`config.mk`:
```
export PLATFORM = sky130hd
export DESIGN_NAME = mux0_uart
export DESIGN_NICKNAME = d
export VERILOG_FILES = /design/src/rtl/mux0_uart_pkg.sv /design/src/rtl/uart_fifo.sv /design/src/rtl/mux0_uart.sv
export SDC_FILE = /design/constraint.sdc
export NUM_CORES = 1
export LEC_CHECK = 0
export ABC_AREA = 0
export CORE_UTILIZATION = 39
export DETAILED_ROUTE_END_ITERATION = 8
export PLACE_DENSITY_LB_ADDON = 0.05
export SLEW_MARGIN = 10
export SYNTH_ARGS = -nofsm -noshare
export SYNTH_HDL_FRONTEND = slang
export SYNTH_HIERARCHICAL = 1
export SYNTH_SLANG_ARGS = --single-unit
```
`constraint.sdc`:
```
create_clock -name clock -period 4.9 [get_ports clock]
set_clock_uncertainty 0.05 [all_clocks]
set_input_delay 1.47 -clock clock [delete_from_list [all_inputs] [get_ports clock]]
set_output_delay 1.47 -clock clock [all_outputs]
set_load 0.02 [all_outputs]
```
`src/rtl/mux0_uart_pkg.sv`:
```
// Shared CPU6 I/O definitions for the MUX0 serial port: base address,
// status bit positions and the TX/RX state encodings.
package mux0_uart_pkg;

    localparam logic [18:0] MUX0_BASE_ADDR = 19'h3f200;

    localparam int ST_RXRDY  = 0;
    localparam int ST_TXRDY  = 1;
    localparam int ST_FE     = 2;
    localparam int ST_OVR    = 3;
    localparam int ST_TXBUSY = 4;

    typedef enum logic [1:0] {
        TX_IDLE  = 2'd0,
        TX_START = 2'd1,
        TX_DATA  = 2'd2,
        TX_STOP  = 2'd3
    } tx_state_t;

    typedef enum logic [1:0] {
        RX_IDLE  = 2'd0,
        RX_START = 2'd1,
        RX_DATA  = 2'd2,
        RX_STOP  = 2'd3
    } rx_state_t;

endpackage

```
`src/rtl/uart_fifo.sv`:
```
// Small synchronous FIFO for the TX path. Pointers carry one extra wrap bit so
// full and empty are distinguished without a separate flag. DEPTH >= 2.
module uart_fifo #(
    parameter int DEPTH = 4,
    parameter int WIDTH = 8
) (
    input  logic                       clock,
    input  logic                       reset_n,
    input  logic                       push,
    input  logic                       pop,
    input  logic [WIDTH-1:0]           wr_data,
    output logic [WIDTH-1:0]           rd_data,
    output logic                       full,
    output logic                       empty,
    output logic [$clog2(DEPTH):0]     count
);

    localparam int AW = $clog2(DEPTH);

    logic [WIDTH-1:0] mem [DEPTH];
    logic [AW:0]      wr_ptr;
    logic [AW:0]      rd_ptr;
    logic             do_push;
    logic             do_pop;

    // A pop frees a slot in the same edge, so a push on a full FIFO is kept then.
    assign do_pop  = pop && !empty;
    assign do_push = push && (!full || do_pop);

    assign count   = wr_ptr - rd_ptr;
    assign empty   = (wr_ptr == rd_ptr);
    assign full    = (count == (AW+1)'(DEPTH));
    assign rd_data = mem[rd_ptr[AW-1:0]];

    always_ff @(posedge clock or negedge reset_n) begin
        if (!reset_n) begin
            wr_ptr <= '0;
            rd_ptr <= '0;
        end else begin
            if (do_push) wr_ptr <= wr_ptr + 1'b1;
            if (do_pop)  rd_ptr <= rd_ptr + 1'b1;
        end
    end

    always_ff @(posedge clock) begin
        if (do_push) mem[wr_ptr[AW-1:0]] <= wr_data;
    end

endmodule

```
`src/rtl/mux0_uart.sv`:
```
// MUX channel 0 serial port on the CPU6 bus: status/data registers, TX FIFO
// feeding an 8N1 transmitter, and an 8N1 receiver with a one-byte holding register.
module mux0_uart
    import mux0_uart_pkg::*;
#(
    parameter logic [18:0] BASE_ADDR    = MUX0_BASE_ADDR,
    parameter int          CLKS_PER_BIT = 16,
    parameter int          FIFO_DEPTH   = 4
) (
    input  logic        clock,
    input  logic        reset_n,
    input  logic [18:0] address,
    input  logic        write_en,
    input  logic        read_en,
    input  logic [7:0]  data_in,
    output logic [7:0]  data_out,
    output logic        selected,
    output logic        txd,
    input  logic        rxd
);

    localparam int          CW        = $clog2(CLKS_PER_BIT);
    localparam int          FW        = $clog2(FIFO_DEPTH);
    localparam logic [CW-1:0] BIT_END  = CW'(CLKS_PER_BIT - 1);
    localparam logic [CW-1:0] HALF_END = CW'(CLKS_PER_BIT/2 - 1);
    localparam logic [18:0] DATA_ADDR = BASE_ADDR + 19'd1;

    logic sel_status, sel_data, data_wr, data_rd;

    assign sel_status = (address == BASE_ADDR);
    assign sel_data   = (address == DATA_ADDR);
    assign selected   = sel_status || sel_data;
    assign data_wr    = write_en && sel_data;
    assign data_rd    = read_en && sel_data;

    logic          fifo_full, fifo_empty, tx_load;
    logic [7:0]    fifo_rd_data;
    logic [FW:0]   fifo_count;

    uart_fifo #(.DEPTH(FIFO_DEPTH), .WIDTH(8)) u_fifo (
        .clock   (clock),
        .reset_n (reset_n),
        .push    (data_wr),
        .pop     (tx_load),
        .wr_data (data_in),
        .rd_data (fifo_rd_data),
        .full    (fifo_full),
        .empty   (fifo_empty),
        .count   (fifo_count)
    );

    tx_state_t     tx_state, tx_state_n;
    logic [CW-1:0] tx_cnt, tx_cnt_n;
    logic [2:0]    tx_bit, tx_bit_n;
    logic [7:0]    tx_shift;
    logic          tx_shift_en, txd_n;

    // txd is registered and loaded one bit ahead so each cell starts on its edge.
    always_comb begin
        tx_state_n  = tx_state;
        tx_cnt_n    = tx_cnt;
        tx_bit_n    = tx_bit;
        txd_n       = txd;
        tx_load     = 1'b0;
        tx_shift_en = 1'b0;
        if (tx_state == TX_IDLE) begin
            if (!fifo_empty) begin
                tx_load    = 1'b1;
                tx_state_n = TX_START;
                tx_cnt_n   = '0;
                txd_n      = 1'b0;
            end
        end else begin
            tx_cnt_n = tx_cnt + 1'b1;
            if (tx_cnt == BIT_END) begin
                tx_cnt_n = '0;
                case (tx_state)
                    TX_START: begin
                        tx_state_n = TX_DATA;
                        tx_bit_n   = '0;
                        txd_n      = tx_shift[0];
                    end
                    TX_DATA: begin
                        if (tx_bit == 3'd7) begin
                            tx_state_n = TX_STOP;
                            txd_n      = 1'b1;
                        end else begin
                            tx_bit_n    = tx_bit + 1'b1;
                            tx_shift_en = 1'b1;
                            txd_n       = tx_shift[1];
                        end
                    end
                    TX_STOP: begin
                        if (!fifo_empty) begin
                            tx_load    = 1'b1;
                            tx_state_n = TX_START;
                            txd_n      = 1'b0;
                        end else begin
                            tx_state_n = TX_IDLE;
                        end
                    end
                    default: tx_state_n = TX_IDLE;
                endcase
            end
        end
    end

    always_ff @(posedge clock or negedge reset_n) begin
        if (!reset_n) begin
            tx_state <= TX_IDLE;
            tx_cnt   <= '0;
            tx_bit   <= '0;
            txd      <= 1'b1;
        end else begin
            tx_state <= tx_state_n;
            tx_cnt   <= tx_cnt_n;
            tx_bit   <= tx_bit_n;
            txd      <= txd_n;
        end
    end

    always_ff @(posedge clock) begin
        if (tx_load)          tx_shift <= fifo_rd_data;
        else if (tx_shift_en) tx_shift <= {1'b0, tx_shift[7:1]};
    end

    logic          rx_s1, rx_s2, rx_s3;
    rx_state_t     rx_state, rx_state_n;
    logic [CW-1:0] rx_cnt, rx_cnt_n;
    logic [2:0]    rx_bit, rx_bit_n;
    logic [7:0]    rx_shift, rx_hold;
    logic          rx_sample, rx_done_ok;
    logic          rxrdy, fe, ovr, rxrdy_n, fe_n, ovr_n;

    // rx_s2 is the synchronised line; rx_s3 only exists to detect its falling edge.
    always_comb begin
        rx_state_n = rx_state;
        rx_cnt_n   = rx_cnt;
        rx_bit_n   = rx_bit;
        rx_sample  = 1'b0;
        rx_done_ok = 1'b0;
        rxrdy_n    = data_rd ? 1'b0 : rxrdy;
        fe_n       = data_rd ? 1'b0 : fe;
        ovr_n      = data_rd ? 1'b0 : ovr;
        case (rx_state)
            RX_IDLE: begin
                if (rx_s3 && !rx_s2) begin
                    rx_state_n = RX_START;
                    rx_cnt_n   = '0;
                end
            end
            RX_START: begin
                rx_cnt_n = rx_cnt + 1'b1;
                if (rx_cnt == HALF_END) begin
                    rx_cnt_n   = '0;
                    rx_bit_n   = '0;
                    rx_state_n = rx_s2 ? RX_IDLE : RX_DATA;
                end
            end
            RX_DATA: begin
                rx_cnt_n = rx_cnt + 1'b1;
                if (rx_cnt == BIT_END) begin
                    rx_cnt_n  = '0;
                    rx_sample = 1'b1;
                    rx_bit_n  = rx_bit + 1'b1;
                    if (rx_bit == 3'd7) rx_state_n = RX_STOP;
                end
            end
            RX_STOP: begin
                rx_cnt_n = rx_cnt + 1'b1;
                if (rx_cnt == BIT_END) begin
                    rx_cnt_n   = '0;
                    rx_state_n = RX_IDLE;
                    if (rx_s2) begin
                        // A same-edge read consumed the old byte, so no overrun then.
                        rx_done_ok = 1'b1;
                        ovr_n      = ovr_n | (rxrdy & ~data_rd);
                        rxrdy_n    = 1'b1;
                    end else begin
                        fe_n = 1'b1;
                    end
                end
            end
            default: rx_state_n = RX_IDLE;
        endcase
    end

    always_ff @(posedge clock or negedge reset_n) begin
        if (!reset_n) begin
            rx_s1    <= 1'b1;
            rx_s2    <= 1'b1;
            rx_s3    <= 1'b1;
            rx_state <= RX_IDLE;
            rx_cnt   <= '0;
            rx_bit   <= '0;
            rx_hold  <= 8'h00;
            rxrdy    <= 1'b0;
            fe       <= 1'b0;
            ovr      <= 1'b0;
        end else begin
            rx_s1    <= rxd;
            rx_s2    <= rx_s1;
            rx_s3    <= rx_s2;
            rx_state <= rx_state_n;
            rx_cnt   <= rx_cnt_n;
            rx_bit   <= rx_bit_n;
            rxrdy    <= rxrdy_n;
            fe       <= fe_n;
            ovr      <= ovr_n;
            if (rx_done_ok) rx_hold <= rx_shift;
        end
    end

    always_ff @(posedge clock) begin
        if (rx_sample) rx_shift <= {rx_s2, rx_shift[7:1]};
    end

    logic [7:0] status;

    always_comb begin
        status            = '0;
        status[ST_RXRDY]  = rxrdy;
        status[ST_TXRDY]  = !fifo_full;
        status[ST_FE]     = fe;
        status[ST_OVR]    = ovr;
        status[ST_TXBUSY] = (fifo_count != '0) || (tx_state != TX_IDLE);
    end

    always_comb begin
        data_out = '0;
        if (sel_status)    data_out = status;
        else if (sel_data) data_out = rx_hold;
    end

endmodule

```
Yosys cells after proc, flatten, opt, wreduce, memory -nomap -nowiden
Memory sizes are Yosys's and may differ from the RTL's.
Index checks and enable logic that the tools add are counted.
W data, S select, Z words.
Cells by class
  add/sub/neg operators: 7
  multiply operators: 0
  div/mod/pow operators: 0
  magnitude comparators: 0
  equal/unequal tests: 23
  shifts and indexed selects: 0
  mux-type cells: 61
  bitwise logic cells: 4
  reduce and logical (&&, ||, !) cells: 26
Operators with widths (number)
  $eq A19 B18 Y1 const B: 2
  $mux W1: 32
  $mux W8: 4
  $mux W4: 6
  $mux W2: 10
  $ne A2 B2 Y1 const B: 7
  $add A3 B1 Y3 const B: 4
  $pmux W3 S2: 2
  $pmux W4 S3: 1
  $reduce_bool A2 Y1: 5
  $eq A3 B3 Y1 const B: 3
  $mux W3: 3
  $add A4 B1 Y4 const B: 2
  $eq A2 B2 Y1 const B: 4
  $eq A4 B4 Y1 const B: 2
  $pmux W2 S4: 1
  $pmux W2 S3: 1
  $reduce_and A3 Y1: 2
  $logic_and A1 B1 Y1: 5
  $reduce_and A5 Y1: 1
  $eq A2 B1 Y1 const B: 2
  $eq A4 B3 Y1 const B: 1
  $logic_not A2 Y1: 2
  $reduce_and A4 Y1: 1
  other kinds (13): 18
Word-level totals
  bits in registers: 55
  bits in latches: 0
  bits in writable memories: 32
  ROM bits: 0
  output and inout bits: 10
  memories: 1
Memory list
  u_fifo.mem: depth 4, bits a word 8, rd ports 1, clocked after memory_dff 0, write ports 1, RTL line uart_fifo.sv:20  | logic [WIDTH-1:0] mem [DEPTH];

Longest topological paths before layout
Gate-level depths: netlist of run 1.
  word-level depth: 10
  depth in mapped cells: 10
  gate-level depth less buffers: 8

By module
Netlist of run 1, hierarchy kept.
Modules (own cells, without submodules)
  mux0_uart: instances 1, cells each 210, area an instance 2404.8 sq um
  uart_fifo: instances 1, cells each 82, area an instance 1630.3 sq um

Worst setup path after synthesis of run 1
Ideal clock, no wire load.
  path type: input to output
  from: input address[18]
  to: output data_out[5]
  arrival time: 2.734 ns
  path slack: 0.646 ns
  cell stages on the path: 5
  path buffers: 0
  cells stage by stage: or4b_1 > nor3_2 > nand2_2 > inv_2 > and3_1
On the way
  word-level cells in the longest chain between the ends: 3
Ends and longest elaborated chain
  start: declaration: RTL line mux0_uart.sv:12  | input logic [18:0] address,
  $eq A19 B18 Y1: RTL line mux0_uart.sv:31  | assign sel_data = (address == DATA_ADDR);
  $mux W8: RTL line mux0_uart.sv:232  | else if (sel_data) data_out = rx_hold;
  $mux W8 *: RTL line mux0_uart.sv:231  | if (sel_status) data_out = status;
  end: declaration: RTL line mux0_uart.sv:16  | output logic [7:0] data_out,
Mark *: on every way between the ends. The rest lies on a longest branch, timed or not.

Worst setup path after layout of run 1
  from: input address[4]
  to: output selected
On the way
  word-level cells in the longest chain between the ends: 2
Ends and longest elaborated chain
  $eq A19 B18 Y1 (on tied branches): RTL line mux0_uart.sv:30, mux0_uart.sv:31
  $logic_or A1 B1 Y1 *: RTL line mux0_uart.sv:32  | assign selected = sel_status || sel_data;
  end: declaration: RTL line mux0_uart.sv:17  | output logic selected,
Marks and branches as above.

==> results of run 1 <==
[through the flow]
stage	TNS [ns]	total power, mW
3_5_place_dp	-1.917	1.291
2_1_floorplan	0	1.181
6_report	0	1.786
4_1_cts	0	1.810
5_1_grt	0	1.898
3_3_place_gp	-1.666	1.280
[logic make-up after synthesis]
family                   count (synthesis)  synth area share
flip-flops                              87            0.6003
AND/OR/NAND/NOR                         67           0.09179
AO/OA/AOI/OAI                           55           0.09644
multiplexers                            31            0.1085
buffers and inverters                   27           0.02605
adder cells (fa/ha/maj)                 18           0.05767
XOR/XNOR                                 7           0.01922
[layout by cell type, fill, tap and decap left out, types with 3 or more instances in the layout]
cell type,netlist,routed
mux4_2,8,8
a22o_1,4,4
clkbuf_2,0,4
mux2i_1,4,4
nor2_1,16,16
ha_1,17,17
inv_6,0,3
edfxtp_1,48,48
buf_4,0,6
o21ai_0,21,21
and3_1,8,8
inv_1,16,16
nand2_1,9,9
mux2_2,17,17
nand3_1,10,10
a21o_1,4,4
xnor2_1,4,4
nor2b_1,4,4
clkdlybuf4s50_1,0,31
dfstp_2,4,4
dlygate4sd2_1,0,3
dfrtp_1,35,35
and2_1,5,5
clkbuf_8,0,9
a21oi_1,8,8
o211ai_1,3,3
[worst max-delay path: stages]
cell and delay (ns):
clkdlybuf4s50_1 0.39, or4_1 0.53, nor3_2 0.24, nand2_2 0.17, inv_2 0.10, buf_4 0.10, clkdlybuf4s15_1 0.29
[state kept, by name, summed over array words and instances, names as in the netlist, named ones only]
signal         cells
fe                 1
rx_cnt             4
rx_bit             3
rx_s3              1
rx_hold            8
tx_shift           8
u_fifo/mem        32
u_fifo/rd_ptr      3
tx_bit             3
tx_state           2
ovr                1
txd                1
rx_s2              1
rx_s1              1
tx_cnt             4
rxrdy              1
u_fifo/wr_ptr      3
rx_shift           8
rx_state           1
[final cells by class]
cell class | instances | area (µm²) | area share
flip-flops and latches | 87 | 2422 | 0.5056
multi-input cells | 178 | 1508 | 0.3147
repair buffers | 47 | 426.7 | 0.08906
well taps | 133 | 166.4 | 0.03474
clock buffers | 10 | 127.6 | 0.02664
clock inverters | 6 | 76.32 | 0.01593
inverters | 17 | 63.81 | 0.01332
[where the power goes]
part	switching, mW	internal [mW]
clock network	0.268	0.246
logic	0.156	0.157
registers	0.0942	0.864
[path summary, 6_finish.rpt]
check / startpoint / endpoint / slack, ns
worst max-delay path: address[4] / selected / 0.09
worst min-delay path: rx_s1 / rx_s2 / 0.31
worst max register to register: u_fifo/rd_ptr[1] / u_fifo/mem[2][5] / 1.70
worst min register to register: rx_s1 / rx_s2 / 0.31
max in group asynchronous: reset_n / rx_bit[0] / 3.03
min in group asynchronous: reset_n / tx_bit[2] / 1.19
[repair_timing]
action	CTS	global route
gates resized for setup	11	8
pin swaps	0	1
setup buffers	0	1
setup endpoints to repair	9	7
cloned	0	0
[layer usage]
| metal | routed length, µm | vias to the layer above | global-route usage |
|---|---|---|---|
| met4 | 89 | 0 | 0.04898 |
| li1 | - | 1186 | - |
| met5 | 0 | - | 0 |
| met1 | 3623 | 1184 | 0.2060 |
| met3 | 288 | 7 | 0.03335 |
| met2 | 3329 | 52 | 0.2248 |
==> impl_metrics.py, run 1 <==
metrics = {
    "synthesis": {
        "yosysMostFrequentCell": "edfxtp_1",
        "synth_area_leaders": "edfxtp_1 36%, dfrtp_1 22%, ha_1 5.3%, mux2_2 4.7%, mux4_2 4.5%",
        "synth_seq_cells": 87,
        "synthesis.nets": 342,
        "syn_inst": 292,
        "synth_area_mm2": 0.004035,
        "synth-edff-count": 48,
        "synthArstFlopShare": 0.4483,
        "synth.yosys.warnings": 6,
        "yosysSeqAreaShare": 0.6003,
        "yosys.area.top_type_share": 0.3572,
        "synth_cell_types": 53,
        "synth_commonest_cells": "48 x edfxtp_1, 35 x dfrtp_1, 21 x o21ai_0, 17 x ha_1, 17 x mux2_2",
        "yosys.area.top_type": "edfxtp_1",
        "postSynthAreaPerCell_um2": 13.82,
        "synthFlopType": "edfxtp_1",
    },
    "sta": {
        "max_slew_margin": 0.3897,
        "rsz0062_at_grt": "false",
        "hold_viol_final": 0,
        "setup_viol": 0,
        "drv_slew": 0,
        "fin_crit_sh": 0.9818,
        "tightest_slew_ns": 0.9155,
        "fin_ws_ns": 0.08910,
        "hold_slack_ns": 0.3097,
        "fmax_mhz": 207.9,
        "min_period_ns": 4.811,
    },
    "routing": {
        "ant_nets": 0,
        "via_count": 2429,
        "via_per_inst": 5.082,
        "wl_per_cell_um": 15.33,
        "drt_wl_total_mm": 7.329,
        "drc_errors": 0,
        "drt-initial-drc-count": 79,
        "first_pass_iters": 4,
    },
    "placed_design": {
        "globalplace.congestion": 0.6976,
        "port_buffers": 41,
        "dp_hpwl_mm": 4.943,
        "place_ws_ns": -0.2828,
        "dpl_cell_area_mm2": 0.004603,
        "dp.cells": 461,
    },
    "power_and_ir_drop": {
        "power.static_leakage_nw": 1.902,
        "peakVddDrop_mv": 0.2080,
        "p_per_area_mw_per_mm2": 372.7,
    },
    "floorplanning": {
        "coreArea_mm2": 0.009910,
        "initial_utilization": 0.4072,
        "dieHeight_um": 103.7,
        "die_w_um": 103.7,
        "dieArea_mm2": 0.01076,
        "rows": 36,
        "ios": 42,
    },
    "final_layout": {
        "final_layout_size_suffix_gt1_frac": 0.1913,
        "areaGrowthSynthToFinish_pct": 18.73,
        "finalCoreUtilization": 0.4835,
        "stdcell_area_mm2": 0.004791,
        "diodes": 0,
        "fill_cells": 904,
        "fin_cells": 478,
        "nets": 390,
    },
    "clock_network": {
        "clkSinkCount": 87,
        "ctsHoldBuffers": 0,
        "clock-root-buffer": "clkbuf_8",
        "cts_tree": "yes",
        "cts_buffer_depth": 2,
        "clock_latency_ns": 0.36,
        "clk_pin_slew_ns": 0.09,
        "cts_buffers": 9,
        "htreeDepth": 3,
    },
    "worst_setup_path": {
        "endpoint_kind": "output port",
        "cp_max_fo": 6,
        "startpoint_type": "input pin",
        "arrival_ns": 3.29,
        "worstSetupPathType": "input pin to output port",
        "worst-r2r-cell-count": 8,
        "required_ns": 3.38,
    },
    "min_path": {
        "hp-class": "flip-flop to flip-flop",
        "whs_path_depth": 0,
    },
    "flow_run": {
        "drv_cap": 0,
    },
    "global_routing": {
        "grt_pass1_vias": 2392,
        "grt_usage": 0.1466,
        "overflow": 0,
        "grt_first_pass_wirelength_mm": 12.32,
        "antenna_found_initial": 0,
        "grt_max_degree": 40,
    },
    "outcome": {
        "status": "finished clean",
    },
}
Note: power is estimated with default switching activity, not from simulation.
==> run 2, diff against run 1 <==
--- a/config.mk
+++ b/config.mk
@@ -5,10 +5,11 @@
 export SDC_FILE = /design/constraint.sdc
 export NUM_CORES = 1
 export LEC_CHECK = 0
-export ABC_AREA = 0
+export ABC_AREA = 1
 export CORE_UTILIZATION = 39
 export DETAILED_ROUTE_END_ITERATION = 8
 export PLACE_DENSITY_LB_ADDON = 0.05
+export SETUP_SLACK_MARGIN = 0.5
 export SLEW_MARGIN = 10
 export SYNTH_ARGS = -nofsm -noshare
 export SYNTH_HDL_FRONTEND = slang
==> impl_metrics.py, run 2 <==
metrics = {
    "worst_setup_path": {
        "worst-r2r-cell-count": 14,
        "required_ns": 3.38,
        "crit_start": "address[16]",
        "cp_max_fo": 4,
        "arrival_ns": 2.85,
        "r2r_start": "u_fifo/rd_ptr[1]",
        "path_cells": "clkdlybuf4s50_1, nand3_2, nor2_4, nand2_4, nor2_4, buf_6, buf_4, nand2_1, nand2_1, buf_6",
        "crit_slowest_cell": "clkdlybuf4s50_1",
        "timing.critical_path.buf_inv": 4,
        "endpoint_kind": "output port",
        "cp_top_family": "buffers and inverters",
        "slowest_delay_ns": 0.47,
        "path_depth": 10,
        "startpoint_type": "input pin",
        "worstSetupPathType": "input pin to output port",
    },
    "synthesis": {
        "yosys.area.top_type": "edfxtp_1",
        "yosysSeqAreaShare": 0.5877,
        "synth_area_leaders": "edfxtp_1 35%, dfrtp_1 21%, nand2_1 9.1%, ha_1 5.2%, inv_1 4.7%",
        "synth.yosys.warnings": 6,
        "syn_inst": 419,
        "synth_cell_types": 33,
        "synth_seq_cells": 87,
        "postSynthAreaPerCell_um2": 9.836,
        "yosys.area.top_type_share": 0.3497,
        "synth_commonest_cells": "100 x nand2_1, 52 x inv_1, 49 x nor2_1, 48 x edfxtp_1, 35 x dfrtp_1",
        "synth_area_mm2": 0.004121,
        "yosysMostFrequentCell": "nand2_1",
        "synthesis.nets": 469,
        "synth-edff-count": 48,
        "synthFlopType": "edfxtp_1",
        "synthArstFlopShare": 0.4483,
    },
    "floorplanning": {
        "coreArea_mm2": 0.01028,
        "dieHeight_um": 104.8,
        "dieArea_mm2": 0.01098,
        "ios": 42,
        "initial_utilization": 0.4010,
        "rows": 37,
        "die_w_um": 104.8,
    },
    "sta": {
        "hold_slack_ns": 0.3092,
        "hold_viol_final": 0,
        "max_slew_margin": 0.2236,
        "tightest_slew_ns": 1.152,
        "fmax_mhz": 228.6,
        "setup_viol": 0,
        "fin_crit_sh": 0.8928,
        "finalSetupTns_ns": 0,
        "drv_slew": 0,
        "rsz0062_at_grt": "true",
        "min_period_ns": 4.375,
    },
    "power_and_ir_drop": {
        "peakVddDrop_mv": 0.1689,
        "power.static_leakage_nw": 2.311,
        "p_per_area_mw_per_mm2": 357.4,
    },
    "placed_design": {
        "globalplace.congestion": 0.7112,
        "dp_hpwl_mm": 5.405,
        "port_buffers": 41,
    },
    "global_routing": {
        "grt_max_degree": 40,
        "overflow": 0,
        "grt_pass1_vias": 2862,
        "grt_usage": 0.1557,
        "antenna_found_initial": 0,
        "grt_first_pass_wirelength_mm": 13.39,
    },
    "routing": {
        "first_pass_iters": 4,
        "drt-initial-drc-count": 167,
        "wl_per_cell_um": 12.51,
        "via_per_inst": 4.699,
        "via_count": 2918,
        "drt_wl_total_mm": 7.766,
        "ant_nets": 0,
        "drc_errors": 0,
    },
    "final_layout": {
        "largest_register_ffs": 32,
        "final_common_cell": "nand2_1",
        "nets": 530,
        "final_layout_size_suffix_gt1_frac": 0.1608,
        "final_cell_mix": "98 x nand2_1, 51 x inv_1, 48 x edfxtp_1",
        "diodes": 0,
        "areaGrowthSynthToFinish_pct": 22.74,
    },
    "clock_network": {
        "clk_pin_slew_ns": 0.09,
        "clock_latency_ns": 0.36,
        "cts_tree": "yes",
        "clock-root-buffer": "clkbuf_8",
        "cts_buffers": 9,
        "cts_buffer_depth": 2,
        "clkSinkCount": 87,
        "htreeDepth": 3,
    },
    "min_path": {
        "hp-start": "rx_s1",
        "hp-class": "flip-flop to flip-flop",
        "whs_path_depth": 0,
    },
    "flow_run": {
        "drv_cap": 0,
    },
    "outcome": {
        "status": "finished clean",
    },
}
==> run 2: through the flow <==
| step | setup slack (ns) | util | std cells | area [µm²] | total power [mW] |
|---|---|---|---|---|---|
| floorplan | 1.033 | - | 419 | 4121 | 1.166 |
| global placement | 0.1174 | 0.4593 | 599 | 4721 | 1.271 |
| detailed placement | 0.05168 | 0.4593 | 599 | 4721 | 1.280 |
| CTS | 0.3959 | 0.4800 | 617 | 4933 | 1.837 |
| global route | 0.4426 | 0.4922 | 621 | 5059 | 1.937 |
| finish | 0.5253 | 0.4922 | 621 | 5059 | 1.808 |
==> run 2: area by class of cell <==
type	count	area, µm²
Clock buffer	9	123.9
Clock inverter	7	95.09
Fill cell	1004	5219
Inverter	57	221.5
Multi-Input combinational cell	272	1514
Sequential cell	87	2422
Tap cell	136	170.2
Timing Repair Buffer	53	511.7
==> run 2: metal layers <==
layer	vias to the layer above	GRT usage	share of wire
li1	1500	-	-
met3	11	0.03556	0.038
met2	44	0.2384	0.45
met1	1363	0.2065	0.49
met5	-	0	0
met4	0	0.08048	0.022
==> run 2: path summary, 6_finish.rpt <==
kind                            slack (ns)          endpoint
worst min register to register        0.31             rx_s2
worst max-delay path                  0.53       data_out[1]
worst min-delay path                  0.31             rx_s2
min in group asynchronous             1.16         tx_bit[2]
worst max register to register        1.82  u_fifo/mem[0][2]
max in group asynchronous             3.08  u_fifo/wr_ptr[0]
==> run 2: report_power, final <==
part	internal (mW)	leakage (nW)	switching [mW]
Clock	0.289	0.112	0.260
Combinational	0.145	1.27	0.204
Sequential	0.842	0.929	0.0671
Total	1.28	2.31	0.531
==> run 2: kinds of logic (layout without fill, tap and decap cells) <==
kind of cell,Yosys count,in the layout,synth area share
adders and majority gates,18,18,0.05647
xor gates and xnor gates,6,6,0.01275
buffers and inverters,60,126,0.05768
AOI/OAI and AO/OA,59,59,0.08379
and+or+nand+nor,189,189,0.2016
DFF,87,87,0.5877
==> run 2: repair_timing <==
action	in CTS	in global routing
resized for setup	33	42
setup buffers	2	4
pin swaps	2	13
hold buffers	0	0
endpoints found under the setup margin	9	9
==> run 2: worst register-to-register path: stages, from the launching register on <==
cell and delay, ns:
dfrtp_1 0.60, clkinv_1 0.39, ha_1 0.39, nand2_1 0.06, inv_1 0.04, nand3_2 0.09, inv_1 0.09, a21oi_1 0.15
nand2_2 0.17, inv_4 0.16, nand2_4 0.09, nand3_4 0.09, nand2_4 0.08, nor2_1 0.12, buf_4 0.20
